--- config.mk ---
export PLATFORM = sky130hd
export DESIGN_NAME = apb_master_arb
export DESIGN_NICKNAME = d
export VERILOG_FILES = /design/src/rtl/apb_ctrl_pkg.sv /design/src/rtl/apb_rr_arb.sv /design/src/rtl/apb_master_arb.sv
export SDC_FILE = /design/constraint.sdc
export NUM_CORES = 1
export LEC_CHECK = 0
export BUFFER_PORTS_ARGS = -buffer_cell sky130_fd_sc_hd__buf_2
export CAP_MARGIN = 40
export CORE_AREA = 2 2 137 139
export DETAILED_ROUTE_END_ITERATION = 8
export DIE_AREA = 0 0 139 141
export PLACE_DENSITY = 0.61
export SLEW_MARGIN = 20
export SYNTH_ARGS = -nofsm -noshare
export SYNTH_HDL_FRONTEND = slang
export SYNTH_SLANG_ARGS = --single-unit
--- constraint.sdc ---
create_clock -name PCLK -period 6.4 [get_ports PCLK]
set_input_delay 1.28 -clock PCLK [delete_from_list [all_inputs] [get_ports PCLK]]
set_output_delay 1.28 -clock PCLK [all_outputs]
set_load 0.02 [all_outputs]
--- src/rtl/apb_ctrl_pkg.sv ---
// rtl/apb_ctrl_pkg.sv - FSM states and address-decode constants for apb_master_arb
package apb_ctrl_pkg;

  typedef enum logic [1:0] {
    ST_IDLE,
    ST_SETUP,
    ST_ACCESS,
    ST_DERR
  } state_t;

  localparam logic [3:0] REGION_GPIO = 4'h0;
  localparam logic [3:0] REGION_UART = 4'h1;

  localparam int DEC_LSB = 12;
  localparam int DEC_MSB = 15;

endpackage

--- src/rtl/apb_rr_arb.sv ---
// rtl/apb_rr_arb.sv - two-way round-robin arbiter, last_grant resets to 1 so req0 wins first
module apb_rr_arb
  import apb_ctrl_pkg::*;
(
  input  logic       clk,
  input  logic       rst,
  input  logic [1:0] req,
  input  logic       advance,
  output logic [1:0] grant
);

  logic r_last_grant;

  always_comb begin
    grant = 2'b00;
    case (req)
      2'b01:   grant = 2'b01;
      2'b10:   grant = 2'b10;
      2'b11:   grant = r_last_grant ? 2'b01 : 2'b10;
      default: grant = 2'b00;
    endcase
  end

  always_ff @(posedge clk or posedge rst) begin
    if (rst) begin
      r_last_grant <= 1'b1;
    end else if (advance && (grant != 2'b00)) begin
      r_last_grant <= grant[1];
    end
  end

endmodule

--- src/rtl/apb_master_arb.sv ---
// rtl/apb_master_arb.sv - two-requester APB master with GPIO/UART decode and wait-state timeout
module apb_master_arb
  import apb_ctrl_pkg::*;
#(
  parameter int ADDR_WIDTH = 32,
  parameter int DATA_WIDTH = 32,
  parameter int TIMEOUT    = 15
) (
  input  logic                    PCLK,
  input  logic                    PRESET,

  input  logic                    req0_valid,
  input  logic                    req0_write,
  input  logic [ADDR_WIDTH-1:0]   req0_addr,
  input  logic [DATA_WIDTH-1:0]   req0_wdata,
  input  logic [DATA_WIDTH/8-1:0] req0_strb,
  output logic                    req0_ready,
  output logic                    req0_done,
  output logic [DATA_WIDTH-1:0]   req0_rdata,
  output logic                    req0_err,

  input  logic                    req1_valid,
  input  logic                    req1_write,
  input  logic [ADDR_WIDTH-1:0]   req1_addr,
  input  logic [DATA_WIDTH-1:0]   req1_wdata,
  input  logic [DATA_WIDTH/8-1:0] req1_strb,
  output logic                    req1_ready,
  output logic                    req1_done,
  output logic [DATA_WIDTH-1:0]   req1_rdata,
  output logic                    req1_err,

  output logic [ADDR_WIDTH-1:0]   PADDR,
  output logic                    PWRITE,
  output logic [DATA_WIDTH-1:0]   PWDATA,
  output logic [DATA_WIDTH/8-1:0] PSTRB,
  output logic                    PENABLE,
  output logic                    PSEL_GPIO,
  output logic                    PSEL_UART,
  input  logic [DATA_WIDTH-1:0]   PRDATA_GPIO,
  input  logic [DATA_WIDTH-1:0]   PRDATA_UART,
  input  logic                    PREADY_GPIO,
  input  logic                    PREADY_UART,
  input  logic                    PSLVERR_GPIO,
  input  logic                    PSLVERR_UART
);

  localparam int SW = DATA_WIDTH / 8;
  localparam int CW = $clog2(TIMEOUT + 1);

  state_t                r_state, w_next;
  logic [1:0]            w_grant;
  logic                  w_advance;
  logic                  r_owner;
  logic                  r_uart;
  logic                  r_write;
  logic [ADDR_WIDTH-1:0] r_addr;
  logic [DATA_WIDTH-1:0] r_wdata;
  logic [SW-1:0]         r_strb;
  logic [CW-1:0]         r_cnt;

  logic                  r_done0, r_done1, r_err0, r_err1;
  logic [DATA_WIDTH-1:0] r_rdata0, r_rdata1;

  logic [ADDR_WIDTH-1:0] w_g_addr;
  logic                  w_g_write;
  logic [DATA_WIDTH-1:0] w_g_wdata;
  logic [SW-1:0]         w_g_strb;
  logic [3:0]            w_g_region;
  logic                  w_dec_err;
  logic                  w_pready, w_pslverr;
  logic [DATA_WIDTH-1:0] w_prdata;
  logic                  w_complete, w_cpl_err;
  logic [DATA_WIDTH-1:0] w_cpl_rdata;
  logic                  w_active;

  apb_rr_arb u_arb (
    .clk     (PCLK),
    .rst     (PRESET),
    .req     ({req1_valid, req0_valid}),
    .advance (w_advance),
    .grant   (w_grant)
  );

  assign w_g_addr   = w_grant[1] ? req1_addr  : req0_addr;
  assign w_g_write  = w_grant[1] ? req1_write : req0_write;
  assign w_g_wdata  = w_grant[1] ? req1_wdata : req0_wdata;
  assign w_g_strb   = w_grant[1] ? req1_strb  : req0_strb;
  assign w_g_region = w_g_addr[DEC_MSB:DEC_LSB];
  assign w_dec_err  = (w_g_region != REGION_GPIO) && (w_g_region != REGION_UART);

  assign w_pready  = r_uart ? PREADY_UART  : PREADY_GPIO;
  assign w_pslverr = r_uart ? PSLVERR_UART : PSLVERR_GPIO;
  assign w_prdata  = r_uart ? PRDATA_UART  : PRDATA_GPIO;

  always_ff @(posedge PCLK or posedge PRESET) begin
    if (PRESET) r_state <= ST_IDLE;
    else        r_state <= w_next;
  end

  always_comb begin
    w_next      = r_state;
    w_advance   = 1'b0;
    w_complete  = 1'b0;
    w_cpl_err   = 1'b0;
    w_cpl_rdata = '0;
    case (r_state)
      ST_IDLE: begin
        if (w_grant != 2'b00) begin
          w_advance = 1'b1;
          w_next    = w_dec_err ? ST_DERR : ST_SETUP;
        end
      end
      ST_SETUP: w_next = ST_ACCESS;
      ST_ACCESS: begin
        if (w_pready) begin
          w_complete  = 1'b1;
          w_cpl_err   = w_pslverr;
          w_cpl_rdata = r_write ? '0 : w_prdata;
          w_next      = ST_IDLE;
        end else if (r_cnt == CW'(TIMEOUT - 1)) begin
          w_complete = 1'b1;
          w_cpl_err  = 1'b1;
          w_next     = ST_IDLE;
        end
      end
      ST_DERR: begin
        w_complete = 1'b1;
        w_cpl_err  = 1'b1;
        w_next     = ST_IDLE;
      end
      default: w_next = ST_IDLE;
    endcase
  end

  // Read commands latch zero write data/strobes so the bus shows 0 for reads
  always_ff @(posedge PCLK or posedge PRESET) begin
    if (PRESET) begin
      r_owner  <= 1'b0;
      r_uart   <= 1'b0;
      r_write  <= 1'b0;
      r_addr   <= '0;
      r_wdata  <= '0;
      r_strb   <= '0;
      r_cnt    <= '0;
      r_done0  <= 1'b0;
      r_done1  <= 1'b0;
      r_err0   <= 1'b0;
      r_err1   <= 1'b0;
      r_rdata0 <= '0;
      r_rdata1 <= '0;
    end else begin
      if (w_advance) begin
        r_owner <= w_grant[1];
        r_uart  <= (w_g_region == REGION_UART);
        r_write <= w_g_write;
        r_addr  <= w_g_addr;
        r_wdata <= w_g_write ? w_g_wdata : '0;
        r_strb  <= w_g_write ? w_g_strb  : '0;
      end
      if ((r_state == ST_ACCESS) && (w_next == ST_ACCESS)) r_cnt <= r_cnt + 1'b1;
      else                                                r_cnt <= '0;
      r_done0  <= w_complete & ~r_owner;
      r_done1  <= w_complete &  r_owner;
      r_err0   <= w_complete & ~r_owner & w_cpl_err;
      r_err1   <= w_complete &  r_owner & w_cpl_err;
      r_rdata0 <= (w_complete & ~r_owner) ? w_cpl_rdata : '0;
      r_rdata1 <= (w_complete &  r_owner) ? w_cpl_rdata : '0;
    end
  end

  assign w_active   = (r_state == ST_SETUP) || (r_state == ST_ACCESS);
  assign PSEL_GPIO  = w_active & ~r_uart;
  assign PSEL_UART  = w_active &  r_uart;
  assign PENABLE    = (r_state == ST_ACCESS);
  assign PADDR      = r_addr;
  assign PWRITE     = r_write;
  assign PWDATA     = r_wdata;
  assign PSTRB      = r_strb;

  assign req0_ready = w_advance & w_grant[0] & ~PRESET;
  assign req1_ready = w_advance & w_grant[1] & ~PRESET;
  assign req0_done  = r_done0;
  assign req1_done  = r_done1;
  assign req0_err   = r_err0;
  assign req1_err   = r_err1;
  assign req0_rdata = r_rdata0;
  assign req1_rdata = r_rdata1;

endmodule
; Word-level counts from Yosys, hierarchy flattened
; Cells that the tools add are included.
[totals]
rom_bits = 0
ramBits = 0
mem_count = 0
latch_bits = 0
word_cells = 75
input_bits = 210
register_bits = 146
[op_classes]
bitwise = 13
muxes = 29
shifts = 0
order_cmp = 0
n_reduce_logical = 7
add_sub_neg = 1
n_eq_ne = 10
multipliers = 0
div = 0
[op_table]
columns = cell, count
row1 = $mux W32, 9
row2 = $mux W4, 3
row3 = $and A1 B1 Y1, 10
row4 = $eq A2 B2 Y1 const B, 5
row5 = $mux W2, 5
row6 = $mux W1, 8
row7 = $pmux W2 S4, 1
row8 = $pmux W2 S3, 1
row9 = $add A4 B1 Y4 const B, 1
row10 = $eq A2 B1 Y1 const B, 2
row11 = $eq A4 B1 Y1 const B, 1
row12 = $eq A4 B4 Y1 const B, 1
row13 = $ne A4 B1 Y1 const B, 1
row14 = $pmux W1 S2, 2
row15 = $reduce_bool A4 Y1, 1
row16 = $logic_and A1 B1 Y1, 3
row17 = $not A1 Y1, 3
row18 = $logic_not A2 Y1, 1
row19 = $reduce_bool A2 Y1, 1
row20 = $logic_or A1 B1 Y1, 1

; Depth between registers and ports, before layout
; Gate-level depths: netlist of run 1.
[depth]
ltp_word = 11
depth_mapped = 7
depth_no_buf = 6

; Hierarchy
; A second synthesis of run 1 with hierarchy kept.
[unflattened]
hier_cells = 552
area_unflattened_um2 = 6169.7
[by_module_without_submodules]
columns = module, cells_each, instances, seq_area_each_um2, area_per_inst_um2
row1 = apb_master_arb, 545, 1, 3628.5, 6109.6
row2 = apb_rr_arb, 7, 1, 26.3, 60.1

; Worst setup path before layout of run 1
; OpenSTA, ideal clock, no wires.
[synth_timing]
path_type = input-to-output
start = input PRESET
end = output req0_ready
cell_stages = 2
slack_ps = 152
arrival_time_ps = 4968
t_required_ps = 5120
path_cell_list = inv_1 o2111a_1
[synth_via]
elab_chain_cells = 2
[synth_lines]
columns = item, line_no
row1 = start: declaration, apb_master_arb.sv:10  ; input logic PRESET,
row2 = $not A1 Y1, apb_master_arb.sv:180  ; assign req0_ready = w_advance & w_grant[0] & ~PRESET;
row3 = $and A1 B1 Y1, apb_master_arb.sv:180
row4 = end: declaration, apb_master_arb.sv:17  ; output logic req0_ready,
; Every way passes these cells.

; Final worst setup path of run 1
; Ends and elaborated chain as after synthesis.

==> results of run 1 <==
-- state kept, by name, indices dropped and copies added, names as in the netlist --
register	flops
req0_done	1
req1_rdata	32
req1_done	1
req1_err	1
PADDR	32
req0_err	1
req0_rdata	32
u_arb.r_last_grant	1
PSTRB	4
r_cnt	4
r_owner	1
r_uart	1
r_state	2
PWRITE	1
PWDATA	32
-- metrics by stage --
step,worst slack [ps],util (%)
after global placement,2600,44.7
after global routing,2590,48.6
final,2710,48.7
after CTS,2610,48.2
after detailed placement,2610,44.8
after floorplan,152,-
-- power by group through the flow --
stage,Combinational [mW],Sequential (mW),Clock [mW]
after floorplan,0.642,1.53,0
after global placement,1.35,1.28,0
after detailed placement,1.38,1.28,0
after CTS,1.37,1.27,1.06
after global routing,1.51,1.30,1.11
final,1.37,1.27,1.03
-- cells by family (layout without fill, tap and decap cells) --
logic type / count (synthesis) / count (layout)
AO/OA/AOI/OAI: 86 / 86
XOR/XNOR: 2 / 2
AND/OR/NAND/NOR: 161 / 161
multiplexers: 104 / 104
flip-flops: 146 / 146
other: 0 / 3
adder cells (fa/ha/maj): 7 / 7
buffers and inverters: 48 / 403
-- synthesized netlist by cell type, types with 2 or more instances --
master    count  share of area, %
dfrtp_1     145                58
mux2i_1     103                17
nand2_1      73               4.4
o21ai_1      69               5.5
nor3_1       66               5.3
buf_2        18               1.4
clkbuf_1     14              0.84
nor2_1        9              0.54
ha_1          7               1.4
inv_1         6              0.36
nand3_1       4              0.32
a21oi_1       3              0.24
buf_4         3              0.36
buf_6         3              0.54
o21ai_0       3              0.24
a21boi_1      2              0.24
a31oi_1       2              0.20
and2_1        2              0.20
and3_1        2              0.20
buf_1         2              0.12
inv_2         2              0.12
-- worst reg2reg max path, stage by stage, from the launching register on --
cell and delay (ps):
dfrtp_2 340, buf_4 490, mux2_2 430, nand3b_1 80, buf_4 510, nor3_1 180
-- placed cells by master, fill, tap and decap left out, types with 3 or more instances in the layout --
master,Yosys,final
diode_2,0,3
buf_2,18,351
a21oi_1,3,3
clkbuf_16,0,17
buf_4,3,8
nor3_1,66,66
ha_1,7,7
nand3_1,4,4
inv_1,6,5
nand2_1,73,73
buf_16,0,4
nor2_1,9,9
o21ai_1,69,68
inv_6,0,6
mux2i_1,103,103
dfrtp_1,145,144
inv_8,0,5
-- final cells by class --
type	instances	area share (%)
clock inverters	15	2.07
repair buffers	363	21.7
diodes	3	0.0845
multi-input cells	360	26.6
flip-flops and latches	146	41.1
well taps	234	3.29
clock buffers	17	4.79
inverters	8	0.394
-- layer usage --
layer | routed length, µm | vias to the layer above | share of wire [%] | global-route usage, %
met2 | 9470 | 242 | 50 | 32.8
met4 | 367 | 2 | 1.9 | 6.22
met1 | 7480 | 2556 | 39 | 22.6
met5 | 16 | - | 0.084 | 0
li1 | - | 2619 | - | -
met3 | 1720 | 23 | 9.0 | 7.47
-- how the worst min path moves through the flow --
stage,from,endpoint,cells after the start
after global routing,PWDATA[5]$_DFFE_PP0P_,PWDATA[5]$_DFFE_PP0P_,2
final,PWDATA[5]$_DFFE_PP0P_,PWDATA[5]$_DFFE_PP0P_,2
after detailed placement,PWDATA[28]$_DFFE_PP0P_,PWDATA[28]$_DFFE_PP0P_,2
after floorplan,r_cnt[0]$_DFF_PP0_,r_cnt[0]$_DFF_PP0_,1
after CTS,PWDATA[28]$_DFFE_PP0P_,PWDATA[28]$_DFFE_PP0P_,2
after global placement,PWDATA[10]$_DFFE_PP0P_,PWDATA[10]$_DFFE_PP0P_,2
==> impl_results.md, run 1 <==
- Outcome: finished clean
- MaxCap Viol Count: 0
- Max incr delay on CP: about 300 ps
- Combinational share of power: 37.4%
- Fill cell count: 1,717
- Main synth FF type: dfrtp_1
- WL per Instance: 16.6 µm
- Post-synthesis register bit count: 146
- R2r endpoint: req0_rdata[26]$_DFF_PP0_
- Gr ovfl total: 0
- Fin crit share: 57.7%
- Switching share of power: 39.5%
- R2r worst-path depth: 5
- Largest net degree at the start of global routing: 89
- Pwr/cell area: 413 nW/µm²
- Crit-path slowest cell: inv_6
- Minimum clock period: 3690 ps
- Fin. max-slew vios: 0
- Post-synth ARST share: 100%
- Via count: 5,442
- Fin cells: 1,146
- Cts bufs inserted: 17
- Relative slew slack: 57.5%
- CTS tree: yes
- P_int: 2.22 mW
- Crit. End Element: output port
- Total wire length: 19,000 µm
- Clock Tree Root: clkbuf_16
- Maximum clock frequency: 271 MHz
- Worst path required time: about 5000 ps
- Max VDD drop: 228 µV
- Syn Area/Cell: 11.2 µm²
- Clk pwr share: about 28%
- PostCTS Resize Cnt: 0
- Final-stage net count: between 1,000 and 1,500
- CP arrival: roughly 2400 ps
- Final hold viol count: 0
- Post-synthesis mux area share: 16.8%
- Worst Setup SP: PRESET
- Compound-Gate Fraction of Synth Area: 7.48%
- DR vias/cell: between 4 and 5
- CP endpoint: req0_ready
- Post-Syn Area: 6220 µm²
- Clock latency on the worst-skew pair: 410 ps
- First-pass DRT Iterations: 4
- CP max FO: 45
- Main combinational cell family by area after synthesis: multiplexers
- Placed Cells: around 1,100
- Routability congestion estimate: 0.777
- Core box area: roughly 18,000 µm²
- Initial drt markers: 201
- Area grow syn2layout: 42.9%
- Crit Path Class: input pin to output port
- Max Root-Sink Buffers: 2
- Netlist cell types: 37
- Die area: a little under 20,000 µm²
- P_leak: 4.72 nW
- Crit path launch type: input pin
- Xor/xnor share of the synthesized area: 0.282%
- Total GRT Usage: 19.3%
- Hold crit path type: register to register
- Post-DP Area: 8190 µm²
- Setup TNS: 0 ps
- Die Wd: around 140 µm
- Cell count after synthesis: 554
- CP bufs+invs: 4
- Simple-Gate Fraction of Synth Area: 11.5%
- Stages on the worst setup path: 5
- Clock Skews: 12.6 ps
- Detail Placement HPWL: around 14,000 µm
- Area share of fa/ha/maj cells after synthesis: around 1.4%
- Clock sinks: 146
- RR Startpoint: r_uart$_DFFE_PP0P_
- Design area: 8890 µm²
- Multi-input gate area in the final layout: 2360 µm²
- RSZ-0062 raised after global routing: false
- Hold-fix buffers at CTS: 0
- Cells along the critical path: buf_2 > inv_6 > buf_16 > o2111a_1 > buf_2
- FF/Latch Area: 3660 µm²
- Final setup vio count: 0
- Most numerous cell on the critical path: buf_2
- Yosys warns: 0
- DRC violations left: 0
- Crit path max-delay family: buffers and inverters
- First-pass GRT wire length: 29,600 µm
- Die Ht: 141 µm
- Clk slew on worst S/H paths: about 60 ps
- Initial Util: 34.1%
- Hold slack: between 400 and 500 ps
- Reg-to-reg slack, setup: 4200 ps
- Post-route ant nets: 0
- Slew at the pin closest to its max-slew limit: 638 ps
- Share of cells above drive strength 1: ~45%
- Post-Syn Nets: between 700 and 800
- Ports: 352
- Sequential share of the synthesized area: just under 60%
- IO buf count: 351
- EDFF count, synth: 0
- Tot Pwr: around 3.7 mW
- Initial antenna violation count: 4
- Core Rows: 50
- Switching pwr: 1.45 mW
- Setup Fix Bufs, Post-CTS: 0
- H-tree depth: 4
- Vias in the first global route: 5,427
- Seq pwr share: 34.6%
Note: power is estimated with default switching activity, not from simulation.
==> run 2, diff against run 1 <==
- clock period: 6.4 -> 3.4 ns (I/O delays scaled with it)
==> run 2 against run 1 <==
Against the previous run: total power increased by 88%; clock power increased by 90%; via count decreased by 1.9%; first-iteration DRC count increased by 23%; largest cell class unchanged; largest power group unchanged.
==> impl_results.md, run 2 (same netlist as run 1, synthesis figures left out) <==
- Crit path max-delay family: buffers and inverters
- Clock Skews: 8.34 ps (-4.31 ps)
- R2r endpoint: r_cnt[3]$_DFF_PP0_
- RSZ-0062 raised after global routing: false
- Outcome: finished clean
- Max Root-Sink Buffers: 2 (unchanged)
- Area grow syn2layout: 42.4%
- Worst path required time: 2720 ps (-2400 ps)
- Crit path launch type: register
- MaxCap Viol Count: 0 (unchanged)
- Cells along the critical path: buf_4 > and2_1 > buf_2
- Clock latency on the worst-skew pair: 410 ps (about the same)
- Die area: 19,600 µm² (unchanged)
- Total wire length: 17,800 µm (-6.7%)
- Share of cells above drive strength 1: 44.8% (+0.23 points)
- Crit-path slowest cell: dfrtp_2
- CP max FO: 28 (-38%)
- Final hold viol count: 0 (unchanged)
- Initial Util: 34.1% (unchanged)
- DRC violations left: 0 (unchanged)
- Cts bufs inserted: 17 (unchanged)
- Gr ovfl total: 0 (unchanged)
- Max VDD drop: 444 µV (+95%)
- Largest net degree at the start of global routing: 105 (+18%)
- Hold-fix buffers at CTS: 0 (unchanged)
- CTS tree: yes
- Final-stage net count: 1,115 (+0.18%)
- Clock sinks: 146 (unchanged)
- Core Rows: 50 (unchanged)
- Routability congestion estimate: 0.769 (-1.1%)
- Pwr/cell area: 778 nW/µm² (+88%)
- Via count: 5,337 (-1.9%)
- CP bufs+invs: 2 (-2)
- Initial antenna violation count: 2 (-2)
- Die Ht: 141 µm (unchanged)
- R2r worst-path depth: 6 (+1)
- Total GRT Usage: 17.9% (-1.4 points)
- Relative slew slack: 57.4% (-0.11 points)
- DR vias/cell: 4.66 (-1.9%)
- Reg-to-reg slack, setup: 1520 ps (-2680 ps)
- Crit Path Class: register to output port
- Maximum clock frequency: 404 MHz
- Crit. End Element: output port
- Detail Placement HPWL: 13,300 µm (-6.7%)
- Vias in the first global route: 5,267 (-2.9%)
- H-tree depth: 4 (unchanged)
- Final setup vio count: 0 (unchanged)
- RR Startpoint: r_state[0]$_DFF_PP0_
- Max incr delay on CP: 560 ps (+260 ps)
- Post-DP Area: 8210 µm² (+0.28%)
- Die Wd: 139 µm (unchanged)
- Hold crit path type: input pin to async pin
- Core box area: 18,300 µm² (unchanged)
- IO buf count: 351 (unchanged)
- Fin crit share: 72.8%
- Minimum clock period: around 2500 ps
- Tot Pwr: 6.89 mW (+88%)
- Ports: 352 (unchanged)
- Design area: 8860 µm² (-0.30%)
- Most common cell after layout, fill and taps aside: buf_2
- Setup Fix Bufs, Post-CTS: 0 (unchanged)
- Commonest cells after routing, fill and taps aside: 351 x buf_2, 144 x dfrtp_1, 103 x mux2i_1
- Initial drt markers: 248 (+23%)
- Clock Tree Root: clkbuf_16
- Slew at the pin closest to its max-slew limit: 630 ps (-8.26 ps)
- First-pass GRT wire length: 27,600 µm (-6.7%)
- Post-route ant nets: 0 (unchanged)
- WL per Instance: 15.5 µm (-6.7%)
- Fin. max-slew vios: 0 (unchanged)
- First-pass DRT Iterations: 4 (unchanged)
- Clk slew on worst S/H paths: 60 ps (about the same)
- CP arrival: 1800 ps (-610 ps)
- PostCTS Resize Cnt: 0 (unchanged)
- P_leak: 4.70 nW (-0.36%)
==> run 2: cell count changes in the layout (fill, tap and decap cells not counted), moves of 2 or more <==
cell        before  now
buf_4            8   12
buf_16           4    1
clkinvlp_4       2    5
inv_8            5    2
diode_2          3    1
==> run 2: metal layers <==
metal | GRT usage [%] | vias to the layer above | wire, µm
li1 | - | 2613 | -
met1 | 21.4 | 2471 | 7220
met2 | 30.7 | 234 | 8850
met3 | 5.57 | 19 | 1430
met4 | 6.54 | 0 | 266
met5 | 0 | - | 0
==> run 2: final cells by class <==
type                            count  area (µm²)
Clock inverter                     15         195
Inverter                            8        33.8
Multi-Input combinational cell    360        2360
Fill cell                        1758        9410
Clock buffer                       17         425
Tap cell                          234         293
Antenna cell                        1        2.50
Timing Repair Buffer              365        1890
Sequential cell                   146        3660
==> run 2: metrics by stage <==
stage | hold slack [ps] | std cells | TNS [ps] | utilization (%) | worst slack, ps
2_1_floorplan | 454 | 554 | -1360 | - | -719
3_3_place_gp | 462 | 1112 | 0 | 45.0 | 1090
3_5_place_dp | 470 | 1112 | 0 | 45.0 | 1050
4_1_cts | 455 | 1144 | 0 | 48.3 | 893
5_1_grt | 484 | 1146 | 0 | 48.5 | 826
6_report | 463 | 1146 | 0 | 48.5 | 923
==> run 2: worst max path at each step <==
| stage | startpoint | endpoint | slack, ps | cells past startpoint |
|---|---|---|---|---|
| 2_1_floorplan | PRESET | req1_ready | -720 | 2 |
| 3_3_place_gp | req1_valid | PADDR[29]$_DFFE_PP0P_ | 1090 | 6 |
| 3_5_place_dp | req1_valid | PWDATA[19]$_DFFE_PP0P_ | 1050 | 6 |
| 4_1_cts | r_uart$_DFFE_PP0P_ | PSEL_UART | 890 | 3 |
| 5_1_grt | r_uart$_DFFE_PP0P_ | PSEL_UART | 830 | 3 |
| 6_report | r_uart$_DFFE_PP0P_ | PSEL_UART | 920 | 3 |
==> run 2: worst reg2reg max path: cells and delay by family, from the launching register on <==
| family | cells | cell delay (ps) |
|---|---|---|
| flops | 1 | 430 |
| simple gates | 2 | 270 |
| compound gates | 2 | 590 |
| fa+ha+maj | 1 | 280 |
| buf+inv | 1 | 160 |
==> run 2: where the power goes <==
group / leakage [nW] / total [mW] / internal, mW / switching [mW]
logic: 2.47 / 2.53 / 0.873 / 1.65
clock network: 0.291 / 1.96 / 1.18 / 0.784
registers: 1.94 / 2.41 / 2.17 / 0.239
total: 4.70 / 6.89 / 4.22 / 2.68
